===== config.mk =====
export PLATFORM = sky130hd
export DESIGN_NAME = mem_rd_agent
export DESIGN_NICKNAME = d
export VERILOG_FILES = /design/src/rtl/mem_rd_agent.sv
export SDC_FILE = /design/constraint.sdc
export NUM_CORES = 1
export LEC_CHECK = 0
export ABC_AREA = 1
export BUFFER_PORTS_ARGS = -buffer_cell sky130_fd_sc_hd__buf_4
export CAP_MARGIN = 10
export CORE_ASPECT_RATIO = 2
export CORE_MARGIN = 8
export CORE_UTILIZATION = 50
export CTS_CLUSTER_DIAMETER = 40
export DETAILED_ROUTE_END_ITERATION = 16
export GPL_TIMING_DRIVEN = 0
export PLACE_DENSITY_LB_ADDON = 0.05
export REMOVE_ABC_BUFFERS = 1
export SYNTH_ARGS = -nofsm -noshare
export SYNTH_HDL_FRONTEND = slang
export SYNTH_SLANG_ARGS = --single-unit

===== constraint.sdc =====
create_clock -name clk -period 3.62 [get_ports clk]
set_input_delay 0.362 -clock clk [delete_from_list [all_inputs] [get_ports clk]]
set_output_delay 0.362 -clock clk [all_outputs]
set_load 0.005 [all_outputs]

===== src/rtl/mem_rd_agent.sv =====
// AXI read agent: issues fixed-length INCR bursts over an address window and streams R beats into a FIFO.
// Define MEM_RD_AGENT_DEBUG_EN to build the R-beat and R-error debug counters.
module mem_rd_agent #(
    parameter int                    DATA_WIDTH      = 64,
    parameter int                    ADDR_WIDTH      = 32,
    parameter int                    OUTSTANDING_MAX = 16,
    parameter int                    BURST_LEN       = 16,
    parameter logic [ADDR_WIDTH-1:0] ADDR_BASE       = 32'h4000_0000,
    parameter logic [ADDR_WIDTH-1:0] ADDR_HIGH       = 32'h5000_0000,
    parameter int                    CNT_BITS        = 32
) (
    input  logic                  clk,
    input  logic                  rst_n,
    input  logic                  start,
    input  logic [CNT_BITS-1:0]   num_bursts,
    output logic                  busy,
    output logic                  done,
    output logic [ADDR_WIDTH-1:0] m_axi_araddr,
    output logic [7:0]            m_axi_arlen,
    output logic [2:0]            m_axi_arsize,
    output logic [1:0]            m_axi_arburst,
    output logic                  m_axi_arvalid,
    input  logic                  m_axi_arready,
    input  logic [DATA_WIDTH-1:0] m_axi_rdata,
    input  logic [1:0]            m_axi_rresp,
    input  logic                  m_axi_rlast,
    input  logic                  m_axi_rvalid,
    output logic                  m_axi_rready,
    output logic                  fifo_wrreq,
    output logic [DATA_WIDTH-1:0] fifo_wdata,
    input  logic                  fifo_full,
    output logic [7:0]            outstanding,
    output logic [CNT_BITS-1:0]   dbg_beat_cnt,
    output logic [CNT_BITS-1:0]   dbg_err_cnt
);

    localparam int                  BURST_BYTES = BURST_LEN * DATA_WIDTH / 8;
    localparam logic [ADDR_WIDTH:0] STEP        = (ADDR_WIDTH+1)'(BURST_BYTES);
    localparam logic [7:0]          OUT_MAX     = 8'(OUTSTANDING_MAX);

    typedef enum logic [1:0] {IDLE, RUN, DRAIN, DONE} state_t;

    state_t              state, state_nxt;
    logic [CNT_BITS-1:0] issued, num_lat;
    logic                ar_hs, r_hs, rlast_hs;
    logic [ADDR_WIDTH:0] addr_inc;

    assign m_axi_arlen   = 8'(BURST_LEN - 1);
    assign m_axi_arsize  = 3'($clog2(DATA_WIDTH / 8));
    assign m_axi_arburst = 2'b01;

    assign m_axi_rready = ~fifo_full;
    assign fifo_wrreq   = m_axi_rvalid & m_axi_rready;
    assign fifo_wdata   = m_axi_rdata;

    assign ar_hs    = m_axi_arvalid & m_axi_arready;
    assign r_hs     = m_axi_rvalid & m_axi_rready;
    assign rlast_hs = r_hs & m_axi_rlast;
    // One extra bit so the window compare still works when the step carries past the top of the address space.
    assign addr_inc = {1'b0, m_axi_araddr} + STEP;

    always_ff @(posedge clk) begin
        if (!rst_n) state <= IDLE;
        else        state <= state_nxt;
    end

    always_comb begin
        state_nxt = state;
        case (state)
            IDLE:    if (start) state_nxt = RUN;
            RUN:     if (issued == num_lat) state_nxt = DRAIN;
            DRAIN:   if (outstanding == 8'd0) state_nxt = DONE;
            DONE:    state_nxt = IDLE;
            default: state_nxt = IDLE;
        endcase
    end

    // arvalid only drops on its own handshake: issued and outstanding cannot move it otherwise.
    always_comb begin
        busy          = (state != IDLE);
        done          = (state == DONE);
        m_axi_arvalid = (state == RUN) && (issued < num_lat) && (outstanding < OUT_MAX);
    end

    always_ff @(posedge clk) begin
        if (!rst_n) begin
            m_axi_araddr <= ADDR_BASE;
            issued       <= '0;
            num_lat      <= '0;
        end else if (state == IDLE && start) begin
            m_axi_araddr <= ADDR_BASE;
            issued       <= '0;
            num_lat      <= num_bursts;
        end else if (ar_hs) begin
            issued       <= issued + 1'b1;
            m_axi_araddr <= (addr_inc >= {1'b0, ADDR_HIGH}) ? ADDR_BASE : addr_inc[ADDR_WIDTH-1:0];
        end
    end

    // R beats keep draining outstanding even in IDLE; never underflow on a stray rlast.
    always_ff @(posedge clk) begin
        if (!rst_n) begin
            outstanding <= 8'd0;
        end else begin
            case ({ar_hs, rlast_hs})
                2'b10:   outstanding <= outstanding + 8'd1;
                2'b01:   if (outstanding != 8'd0) outstanding <= outstanding - 8'd1;
                default: outstanding <= outstanding;
            endcase
        end
    end

`ifdef MEM_RD_AGENT_DEBUG_EN
    logic [CNT_BITS-1:0] beat_q, err_q;

    always_ff @(posedge clk) begin
        if (!rst_n) begin
            beat_q <= '0;
            err_q  <= '0;
        end else if (r_hs) begin
            beat_q <= beat_q + 1'b1;
            if (m_axi_rresp != 2'b00) err_q <= err_q + 1'b1;
        end
    end

    assign dbg_beat_cnt = beat_q;
    assign dbg_err_cnt  = err_q;
`else
    logic dbg_unused;

    assign dbg_unused   = ^m_axi_rresp;
    assign dbg_beat_cnt = '0;
    assign dbg_err_cnt  = '0;
`endif

endmodule


==> results.ini <==
[critical_path]
critPathCaptureType=register
cp-start-kind=register
critPathCapture=outstanding[6]$_SDFFE_PN0P_
reg2regPathDepth=18
rr_startpoint=issued[23]$_SDFFE_PP0P_
arrival_ns=3.56
worstPathMaxFanout=7
r2r_end=outstanding[6]$_SDFFE_PN0P_
setup.worst_path.start=issued[23]$_SDFFE_PP0P_
critPathKind=register to register
r2r_slack_ns=0.34
worst_ep_required_time_ns=3.90

[power_and_ir_drop]
pwr-share-comb_pct=32.1
p_sw_share_pct=35.5
power_frac_clock_pct=30.3
leakagePower_nw=3.41
p_sw_mw=1.24
p_per_area_mw_per_mm2=462
irDropWorstVdd_v=0.000355
finalPower_mw=3.49
sequentialPowerShare_pct=37.6
internal-power_mw=2.25

[place]
place_hpwl_um=20000
dpl_cell_area_sq_mm=0.00716
gp_congestion=0.954
pre_cts_ws_ns=-0.126
io_buffers=76
dp_cells=1203

[timing]
rsz0062_at_grt=false
tightest_slew_ns=0.750
fmax_mhz=305
setup_ws_ns=0.343
tns_ns=0
clock_skew_ns=0.00849
finalSetupViolCount=0
period_share_pct=90.5
holdWs_ns=0.282
hold_violations=0
slew_headroom_pct=49.8
period_needed_ns=3.28
final-max-slew-violation-count=0

[detailed_routing]
wl_um=24400
drc_errors=0
vias=6119
drt_first_pass_iters=4
drtIter0Drc=301
vias_per_cell=5.00
wire_per_inst_um=19.9
ant_nets=0

[floorplan]
core_area_sq_mm=0.0142
io_pins=291
rows=62
design.die.area_sq_mm=0.0187
die_width_um=101
die_h_um=186
initial_core_util_pct=50.7

[yosys]
synth_flop_cell=dfxtp_1
ys_seq_elements=99
synth_warnings=0
yosysUniqueCellTypes=42
synth-edff-count=0
synth_area_per_cell_sq_um=7.02
yosysMostFrequentCell=nand2_1
synth_top_area_cell=dfxtp_1
synthArstFlopShare_pct=0
synth_seq_area_share_pct=27.6
synthCells=1025
ys_top_cells_by_count=202 x nand2_1, 148 x buf_4, 102 x inv_1
synth_top_area_share_pct=27.6
synth_area_sq_mm=0.00719
yosys-top-cells-area=dfxtp_1 28%, buf_4 15%, nand2_1 11%

[clock_network]
cts_sinks=99
postCtsHoldBufs=0
cts.htree.levels=3
clkTransAtPathRegs_ns=0.07
cts_tree=built
cts_buffers=9
worstSkewPairLatency_ns=0.35
clk_path_buf_depth=2
root_buffer=clkbuf_16

[run]
cap_violations=0

[worst_hold_path]
min_path_cells=3
hp-class=primary input to register

[final_layout]
final_util_pct=53.1
final_nets=1179
fin_cells=1224
num_antenna_cells=0
drive_above_1_share_pct=11.8
syn_to_final_growth_pct=4.85
stdcell_area_sq_mm=0.00754

[global_routing]
grt_max_degree=53
grt.total_usage_pct=25.8
antenna_found_initial=0
grt_pass1_vias=5735
grt_pass1_wl_um=35700
overflow=0

[outcome]
outcome=finished clean

kinds of logic after synthesis:
family                   Yosys count  synth area share [%]
buffers and inverters            280                  22.7
XOR/XNOR                          47                  5.83
AND/OR/NAND/NOR                  386                  23.7
adder cells (fa/ha/maj)           46                  8.11
AO/OA/AOI/OAI                    165                  12.0
other                              2                 0.104
flip-flops                        99                  27.6
worst max-delay path: stages (launching register included):
cell and delay [ns]:
dfxtp_1 0.38, ha_1 0.32, nand2_1 0.07, nor2_1 0.18, nand4_1 0.22, nor3_4 0.27
nand2_1 0.18, nand3_4 0.17, nand2_1 0.08, inv_2 0.14, ha_1 0.31, a21oi_1 0.16
nand2_1 0.10, a21oi_1 0.14, nor2_1 0.05, nor2_1 0.11, xor2_1 0.17, nor2_1 0.06
nor2_1 0.09
flip-flops by register name (all words and copies together) (netlist names):
register      cells
m_axi_araddr     25
state             2
issued           32
outstanding       8
num_lat          32
final cells by class:
class                      instances  area, sq um
clock buffer                      11          243
clock inverter                     4         75.1
fill                            1529         6660
inverter                         104          395
multi-input combinational        729         3910
sequential                        99         1980
tap                              192          240
timing repair buffer              85          694
routing by layer:
| layer | share of wire (%) | up-vias | global-route usage [%] | wire length (um) |
|---|---|---|---|---|
| li1 | - | 3085 | - | - |
| met1 | 32 | 2745 | 23.8 | 7840 |
| met2 | 49 | 265 | 42.5 | 12000 |
| met3 | 16 | 22 | 18.4 | 3900 |
| met4 | 2.7 | 2 | 10.1 | 667 |
| met5 | 0.094 | - | 1.14 | 23 |
how the worst min path moves through the flow:
| stage | start | to | slack (ns) |
|---|---|---|---|
| finish | num_bursts[0] | num_lat[0]$_SDFFE_PN0P_ | 0.28 |
| global route | num_bursts[0] | num_lat[0]$_SDFFE_PN0P_ | 0.28 |
| CTS | num_bursts[0] | num_lat[0]$_SDFFE_PN0P_ | 0.27 |
| detailed placement | num_lat[7]$_SDFFE_PN0P_ | num_lat[7]$_SDFFE_PN0P_ | 0.45 |
| global placement | num_lat[31]$_SDFFE_PN0P_ | num_lat[31]$_SDFFE_PN0P_ | 0.44 |
| floorplan | num_lat[10]$_SDFFE_PN0P_ | num_lat[10]$_SDFFE_PN0P_ | 0.43 |
cell usage in the layout, fill, tap and decap left out, types with 5 or more instances in the layout:
cell type  instances
xnor2_1           12
xor2_1            34
dfxtp_1           99
o21a_1             6
a21oi_1           99
nand2_1          201
nor2_1            86
nor4_1             5
conb_1            84
ha_1              45
nand3_1           17
nand4_1           34
buf_4             81
inv_1            100
clkbuf_16          9
nor3_1            24
o21ai_0           49
timing repair:
action,in CTS,in global routing
pin swaps,0,3
resized for setup,1,4
setup buffers,0,5
endpoints found under the setup margin,7,8
cloned,0,1
power groups by stage:
stage	Clock (mW)	Combinational, mW	Sequential, mW
after global placement	0	1.01	1.33
after global routing	1.13	1.29	1.33
after CTS	1.08	1.08	1.31
final	1.06	1.12	1.31
after floorplan	0	0.681	1.32
after detailed placement	0	1.08	1.34
No activity file was read; power rests on OpenSTA's default activity.
